### src/rtl/vthernet_pkg.sv
// rtl/vthernet_pkg.sv - shared constants and types for the vthernet GMII receive path
package vthernet_pkg;

    typedef enum logic [1:0] {
        ST_IDLE,
        ST_PREAMBLE,
        ST_DATA,
        ST_DROP
    } rx_state_t;

    localparam logic [31:0] CRC32_POLY    = 32'hEDB8_8320;
    localparam logic [31:0] CRC32_INIT    = 32'hFFFF_FFFF;
    localparam logic [31:0] CRC32_RESIDUE = 32'hDEBB_20E3;

    localparam logic [7:0] PREAMBLE_BYTE = 8'h55;
    localparam logic [7:0] SFD_BYTE      = 8'hD5;

    localparam int DEFAULT_MIN_LEN = 64;
    localparam int DEFAULT_MAX_LEN = 1518;

endpackage

### src/rtl/vthernet_crc32_byte.sv
// rtl/vthernet_crc32_byte.sv - combinational byte-wide reflected CRC-32 step, LSB first
module vthernet_crc32_byte
    import vthernet_pkg::*;
(
    input  logic [31:0] crc_in,
    input  logic [7:0]  data,
    output logic [31:0] crc_out
);

    logic [31:0] c;

    always_comb begin
        c = crc_in;
        for (int i = 0; i < 8; i++) begin
            c = (c >> 1) ^ (CRC32_POLY & {32{c[0] ^ data[i]}});
        end
        crc_out = c;
    end

endmodule

### config.mk
export PLATFORM = sky130hd
export DESIGN_NAME = vthernet_crc32_byte
export DESIGN_NICKNAME = d
export VERILOG_FILES = /design/src/rtl/vthernet_pkg.sv /design/src/rtl/vthernet_crc32_byte.sv
export SDC_FILE = /design/constraint.sdc
export NUM_CORES = 1
export LEC_CHECK = 0
export ABC_AREA = 1
export BUFFER_PORTS_ARGS = -buffer_cell sky130_fd_sc_hd__buf_2
export CORE_MARGIN = 4
export CORE_UTILIZATION = 40
export DETAILED_ROUTE_END_ITERATION = 16
export GPL_TIMING_DRIVEN = 0
export PLACE_DENSITY = 0.77
export SYNTH_ARGS = -nofsm -noshare
export SYNTH_HDL_FRONTEND = slang
export SYNTH_SLANG_ARGS = --single-unit
### constraint.sdc
create_clock -name vclk -period 0.99
set_input_delay 0.099 -clock vclk [all_inputs]
set_output_delay 0.099 -clock vclk [all_outputs]
set_load 0.01 [all_outputs]
==> qor.tcl, run 1 <==
set qor(top_cell_type_s_share_of_synthesized_area) 0.256
set qor(synth_largest_area_cell) {nand2_1}
set qor(error_line) {[ERROR DPL-0033] detailed placement checks failed during check placement.}
set qor(gate_count_after_technology_mapping) 213
set qor(count_of_cell_types_in_the_netlist) 16
set qor(synth_top_family_by_area) {simple AND/OR/NAND/NOR gates}
set qor(dieHeight_um) 64.4
set qor(synth_nets) 253
set qor(ctsHoldBuffers) 0
set qor(globalroute.repair_timing.worst_endpoint) {crc_out[19]}
set qor(stop_stage) {global routing (5_1_grt)}
set qor(yosys-mux-area-fraction) 0
set qor(synth-simple-area-share) 0.542
set qor(start_util) 0.417
set qor(post-dp-hpwl_um) 2710
set qor(worst_endpoint_kind) {primary output}
set qor(synth_seq_area_share) 0
set qor(result_of_the_run) {aborted with a tool error}
set qor(rows) 20
set qor(synth.avg_cell_area_um2) 5.98
set qor(global_placer_s_final_weighted_congestion) 0.767
set qor(summed_instance_area_of_the_synthesized_netlist_mm2) 0.00127
set qor(die_width_um) 64.4
set qor(synthesized_area_fraction_occupied_by_ao_oa_aoi_and_oai_cells) 0
set qor(synthAdderAreaFrac) 0
set qor(grt_antenna_before_repair) 1
set qor(grt_max_degree) 9
set qor(synthXorXnorAreaFrac) 0.355
set qor(ios) 72
set qor(netlist_top_cells_area) {nand2_1, xor2_1, nand2_4, inv_1, xnor2_1}
set qor(synthesis.yosys.warnings) 0
set qor(port_buffers) 72
set qor(placed_cells) 329
-- logic make-up after synthesis --
kind of cell / count (synthesis)
AND/OR/NAND/NOR: 134
XOR/XNOR: 46
buffers and inverters: 33
-- metrics by stage --
step / cell area, um^2 / setup slack, ps / util / setup TNS, ps
after detailed placement: 1800 / -387 / 0.589 / -6440
after floorplan: 1380 / -37.3 / - / -224
after CTS: 2540 / -271 / 0.832 / -4630
after global placement: 1800 / -348 / 0.589 / -6010
-- what timing repair did --
action | CTS
endpoints found under the setup margin | 28
pin swaps | 57
gates resized for setup | 140
setup buffers | 24
-- synthesized netlist by cell type --
library cell / number
xnor2_2: 2
nand2_8: 1
nand3_1: 14
xor2_4: 1
nor2_1: 2
nand2_2: 13
inv_4: 3
xor2_2: 2
nand3_2: 3
inv_2: 1
nand2_1: 87
xor2_1: 31
nand2_4: 13
inv_1: 29
xnor2_1: 10
or2_4: 1
==> inputs of run 2 (changes only) <==
CORE_UTILIZATION = 25   (was 40)
PLACE_DENSITY = unset   (was 0.77)
PLACE_DENSITY_LB_ADDON = 0.15   (was unset)
clock period = 1.29 ns   (was 0.99 ns; I/O delays follow)
==> run 2 against run 1 <==
Net effect:
- the flow now finishes, with violations (setup timing)
- synthesized area unchanged
- synthesized cell count unchanged
==> qor.tcl, run 2 <==
set qor(result_of_the_run) {complete, but fails checks}
set qor(failed_checks) {setup timing}
set qor(rsz0062_at_grt) {true}
set qor(count_of_cell_types_in_the_netlist) 16 ;# unchanged
set qor(netlist_top_cells_area) {nand2_1, xor2_1, nand2_4, inv_1, xnor2_1}
set qor(drtAntennaViolNets) 0
set qor(share_of_layout_cells_above_drive_strength_1) 0.649
set qor(max-cap-violations) 0
set qor(top_cell_type_s_share_of_synthesized_area) 0.256 ;# unchanged
set qor(grt.overflow.total) 0
set qor(diodes_inserted) 0
set qor(pwr-share-seq) 0
set qor(final_critical_path_setup_slack_ps) -15.8
set qor(floorplan.die_area_mm2) 0.00630
set qor(power_mw) 1.70
set qor(combinational_fraction_of_design_power) 1.000
set qor(drt-wirelength-per-cell_um) 10.6
set qor(storage_cell_area_um2) 0
set qor(power_density_mw_per_mm2) 623
set qor(post-dp-hpwl_um) 2990 ;# +10%
set qor(dieHeight_um) 79.4 ;# +23%
set qor(worst_path_largest_cell_delay_ps) 260
set qor(rows) 25 ;# +25%
set qor(worst_ep_required_time_ps) 1160
set qor(placedInstanceArea_mm2) 0.00172 ;# -4.4%
set qor(sw_frac_of_total) 0.533
set qor(post_drt_via_cell_ratio) 4.14
set qor(clockPowerShare) 0
set qor(critPathCaptureType) {primary output}
set qor(grt_usage) 0.117
set qor(final.hold.worst_slack_ps) 521
set qor(finalMaxSlewViolations) 0
set qor(mostFrequentLayoutCells) {buf_2, nand2_1, nand2_4, buf_4, xor2_1}
set qor(layout_commonest_cell) {buf_2}
set qor(criticalPathCategory) {input pin to primary output}
set qor(gate_count_after_technology_mapping) 213 ;# unchanged
set qor(timing.critical_path.cells) {buf_6 -> or2_4 -> nand2_8 -> inv_8 -> nand3_4 -> nand2_8 -> inv_4 -> nand2_1 -> nand2_1 -> inv_1 -> buf_2}
set qor(worst_hold_path_type) {input pin to primary output}
set qor(hold_path.startpoint) {crc_in[19]}
set qor(synth_seq_area_share) 0 ;# unchanged
set qor(tightest_pin_transition_ps) 257
set qor(worst_setup_path_startpoint) {crc_in[5]}
set qor(flops_and_latches) 0
set qor(die_width_um) 79.4 ;# +23%
set qor(start_kind) {input pin}
set qor(ios) 72 ;# unchanged
set qor(synth.avg_cell_area_um2) 5.98 ;# unchanged
set qor(crit_slowest_cell) {or2_4}
set qor(grt_max_degree) 9
set qor(initialDrtViolationCount) 20
set qor(routed_wl_um) 4090
set qor(final_nets) 361
set qor(grt_pass1_vias) 1488
set qor(area.growth.synth_to_final_pct) 114
set qor(global_placer_s_final_weighted_congestion) 0.771 ;# +0.52%
set qor(finish.instance_area_mm2) 0.00273
set qor(port_buffers) 72 ;# unchanged
set qor(max_clock_freq_ghz) 0.766
set qor(synth_nets) 253 ;# unchanged
set qor(floorplan.core_area_mm2) 0.00482
set qor(total_switching_power_mw) 0.906
set qor(finalSetupViolations) 4
set qor(grt_antenna_before_repair) 0
set qor(final-hold-violation-count) 0
set qor(crit_share_post_route) 1.01
set qor(static-leakage-power_nw) 1.49
set qor(synthesis.yosys.warnings) 0 ;# unchanged
set qor(total_of_clock_buffers_placed_in_the_layout) 0
set qor(slew-limit-headroom) 0.829
set qor(timing.critical_path.fanout_max) 6
set qor(finalWorstPathRequiredPeriod_ps) 1310
set qor(synth_most_common_cell) {nand2_1}
set qor(drc_errors) 0
set qor(cellInternalPower_mw) 0.794
set qor(detailedPlace.worstSlack_ps) -126 ;# +262 ps
set qor(worst_ep_arrival_time_ps) 1180
set qor(ctsHoldBuffers) 0 ;# unchanged
set qor(synth_largest_area_cell) {nand2_1}
set qor(summed_instance_area_of_the_synthesized_netlist_mm2) 0.00127 ;# unchanged
set qor(synth.cells.most_frequent) {nand2_1, xor2_1, inv_1}
set qor(totalNegativeSetupSlack_ps) -46.8
set qor(vias) 1597
set qor(firstDrtPassIters) 4
set qor(vdd_ir_drop_max_mv) 0.390
set qor(start_util) 0.264 ;# -0.153
set qor(wire_length_of_the_first_global_routing_pass_um) 6190
==> run 2: cell counts after synthesis <==
No cell type changed its count.
==> run 2: logic make-up after synthesis <==
| logic type | count (synthesis) | share of synthesized area |
|---|---|---|
| and+or+nand+nor | 134 | 0.542 |
| buffers and inverters | 33 | 0.103 |
| xor gates and xnor gates | 46 | 0.355 |
==> run 2: per-stage QoR <==
stage	instances	utilization
after floorplan	213	-
after global placement	352	0.357
after detailed placement	352	0.357
after CTS	381	0.475
after global routing	386	0.567
final	386	0.567
==> run 2: power by group through the flow <==
stage | logic, mW | clock network, mW | registers (mW)
2_1_floorplan | 0.784 | 0 | 0
4_1_cts | 1.49 | 0 | 0
3_3_place_gp | 1.19 | 0 | 0
5_1_grt | 1.85 | 0 | 0
6_report | 1.70 | 0 | 0
3_5_place_dp | 1.19 | 0 | 0
==> run 2: worst paths after layout <==
path / to / slack [ps] / cells after the start
hold / removal: crc_out[11] / 520 / 3
setup / recovery: crc_out[18] / -20 / 11
==> run 2: what timing repair did <==
action	in CTS	in global routing
pin swaps	42	64
setup buffers	29	6
resized for setup	78	97
gates cloned	0	0
setup endpoints to repair	17	22
==> run 2: area by class of cell <==
class	instances	area, um^2
inverter	33	186
fill	466	2090
timing repair buffer	106	778
tap	67	83.8
multi-input combinational	180	1680
==> run 2: worst max-delay path, delay by kind of cell <==
kind          cells  cell delay (ps)
buf+inv           5              360
simple gates      6              670
==> run 2: metal layers <==
metal  vias up  GRT usage  routed length (um)
li1        836          -                   -
met5         -          0                   0
met3         0    0.00903                 204
met2        36      0.231                2210
met1       725      0.144                1670
met4         0          0                   0
No activity file was read; power rests on OpenSTA's default activity.
==> inputs of run 3 (changes only) <==
ABC_AREA = unset   (was 1)
REMOVE_ABC_BUFFERS = 1   (was unset)
==> run 3 against run 2 <==
Net effect:
- the run still ends with setup timing left
- sequential share of layout area unchanged
- non-clock buffer count increased by 9
- via count decreased by 43%
- design area decreased by 17%
- critical path type unchanged
- largest cell class unchanged
==> qor.tcl, run 3 <==
set qor(result_of_the_run) {complete, but fails checks}
set qor(failed_checks) {setup timing}
set qor(netlist_top_cells_area) {xnor2_1, xnor3_1, xnor2_4, xor3_4, xor2_1}
set qor(ctsHoldBuffers) 0 ;# unchanged
set qor(drt-wirelength-per-cell_um) 12.7 ;# +20%
set qor(finalMaxSlewViolations) 0 ;# unchanged
set qor(worst_hold_path_type) {input pin to primary output}
set qor(gate_count_after_technology_mapping) 66 ;# -69%
set qor(mostFrequentLayoutCells) {buf_2, buf_6, buf_4, xnor2_4, xnor2_1}
set qor(criticalPathCategory) {input pin to primary output}
set qor(share_of_layout_cells_above_drive_strength_1) 0.829 ;# +0.180
set qor(vdd_ir_drop_max_mv) 0.613 ;# +57%
set qor(synth.cells.most_frequent) {xnor2_1, xor2_1, xnor3_1}
set qor(global_route.usage.met2) 0.229 ;# -0.00279
set qor(final-hold-violation-count) 0 ;# unchanged
set qor(start_kind) {input pin}
set qor(vias) 909 ;# -43%
set qor(floorplan.die_area_mm2) 0.00494 ;# -22%
set qor(post_drt_via_cell_ratio) 3.97 ;# -4.1%
set qor(synth_most_common_cell) {xnor2_1}
set qor(grt_max_degree) 6 ;# -3
set qor(wire_length_of_the_first_global_routing_pass_um) 4780 ;# -23%
set qor(grt_most_used_layer) {met2}
set qor(total_of_clock_buffers_placed_in_the_layout) 0 ;# unchanged
set qor(ios) 72 ;# unchanged
set qor(dieHeight_um) 70.3 ;# -11%
set qor(max_clock_freq_ghz) 0.658 ;# -14%
set qor(global_placer_s_final_weighted_congestion) 0.699 ;# -9.4%
set qor(routed_wl_um) 2910 ;# -29%
set qor(drc_errors) 0 ;# unchanged
set qor(diodes_inserted) 0 ;# unchanged
set qor(top_cell_type_s_share_of_synthesized_area) 0.271 ;# +0.0146
set qor(post-dp-hpwl_um) 1830 ;# -39%
set qor(area.growth.synth_to_final_pct) 133
set qor(crit_share_post_route) 1.18 ;# +0.166
set qor(max-cap-violations) 0 ;# unchanged
set qor(flops_and_latches) 0 ;# unchanged
set qor(power_density_mw_per_mm2) 1110 ;# +77%
set qor(slew-limit-headroom) 0.808 ;# -0.0205
set qor(totalNegativeSetupSlack_ps) -3180 ;# -3130 ps
set qor(final_cells) 229 ;# -41%
set qor(finalSetupViolations) 22 ;# +18
set qor(initialDrtViolationCount) 9 ;# -55%
set qor(grt.overflow.total) 0 ;# unchanged
set qor(storage_cell_area_um2) 0 ;# unchanged
set qor(final_nets) 223 ;# -38%
set qor(synth.avg_cell_area_um2) 14.7 ;# +150%
set qor(layout_commonest_cell) {buf_2}
set qor(worst_ep_required_time_ps) 1160 ;# about the same
set qor(worst_ep_arrival_time_ps) 1390 ;# +210 ps
set qor(die_width_um) 70.3 ;# -11%
set qor(drtAntennaViolNets) 0 ;# unchanged
set qor(synthesis.yosys.warnings) 0 ;# unchanged
set qor(finalWorstPathRequiredPeriod_ps) 1520 ;# +214 ps
set qor(floorplan.core_area_mm2) 0.00372 ;# -23%
set qor(critPathCaptureType) {primary output}
set qor(fin_util) 0.608 ;# +0.0417
set qor(grt_usage) 0.115 ;# -0.00202
set qor(port_buffers) 72 ;# unchanged
set qor(synth_seq_area_share) 0 ;# unchanged
set qor(synth_largest_area_cell) {xnor2_1}
set qor(final_critical_path_setup_slack_ps) -230 ;# -214 ps
set qor(placed_cells) 186 ;# -47%
set qor(timing.critical_path.fanout_max) 3 ;# -3
set qor(static-leakage-power_nw) 1.15 ;# -23%
set qor(detailedPlace.worstSlack_ps) -592 ;# -466 ps
set qor(rsz0062_at_grt) {true}
set qor(count_of_cell_types_in_the_netlist) 11 ;# -5
set qor(tightest_pin_transition_ps) 286 ;# +29.3 ps
set qor(summed_instance_area_of_the_synthesized_netlist_um2) 970 ;# -24%
set qor(start_util) 0.261 ;# -0.00347
set qor(met3_usage) 0.0158 ;# +0.00680
set qor(grt.met1_usage) 0.135 ;# -0.00843
set qor(grt_antenna_before_repair) 0 ;# unchanged
set qor(grt_pass1_vias) 1031 ;# -31%
set qor(rows) 22 ;# -12%
set qor(firstDrtPassIters) 2 ;# -2
-- run 3: cell count changes after synthesis, moves of 13 or more --
cell	previous run	this run
inv_1	29	1
xnor2_1	10	30
nand3_1	14	0
nand2_2	13	0
xor2_1	31	9
nand2_1	87	0
nand2_4	13	0
-- run 3: cells by family after synthesis --
kind of cell	Yosys count	synth area share
xor+xnor	65	0.996
buf+inv	1	0.00387
-- run 3: critical path: stages --
cell and delay [ps]:
buf_8 100, xnor2_4 170, xor3_2 510, buf_6 150, xnor3_1 180, buf_2 150
-- run 3: routing by layer --
layer	vias up	share of wire	wire [um]
met5	-	0	0
met1	426	0.35	1030
met2	40	0.58	1670
li1	443	-	-
met3	0	0.070	203
met4	0	0	0
-- run 3: metrics by stage --
step           hold WS, ps  power [mW]  area (um^2)
3_5_place_dp           528        1.73         1390
5_1_grt                533        2.66         2260
6_report               523        2.50         2260
4_1_cts                526        2.37         2130
3_3_place_gp           526        1.73         1390
2_1_floorplan          338        1.17          970
-- run 3: path summary, 6_finish.rpt --
path	endpoint	cells past startpoint	from	slack, ps
max	crc_out[19]	6	data[1]	-230
min	crc_out[7]	3	crc_in[15]	520
-- run 3: where the power goes --
part / internal [mW] / leakage, nW / switching (mW)
registers: 0 / 0 / 0
logic: 1.53 / 1.15 / 0.970
clock network: 0 / 0 / 0
total: 1.53 / 1.15 / 0.970
-- run 3: area by class of cell --
type,count,area (um^2)
well taps,48,60.1
inverters,1,3.75
fillers,304,1460
multi-input cells,65,1230
repair buffers,115,965
-- run 3: timing repair --
item,in CTS,in global routing
endpoints found under the setup margin,26,24
pin swaps,29,14
buffers inserted,37,7
endpoints found under the hold margin,0,0
resized for setup,80,14
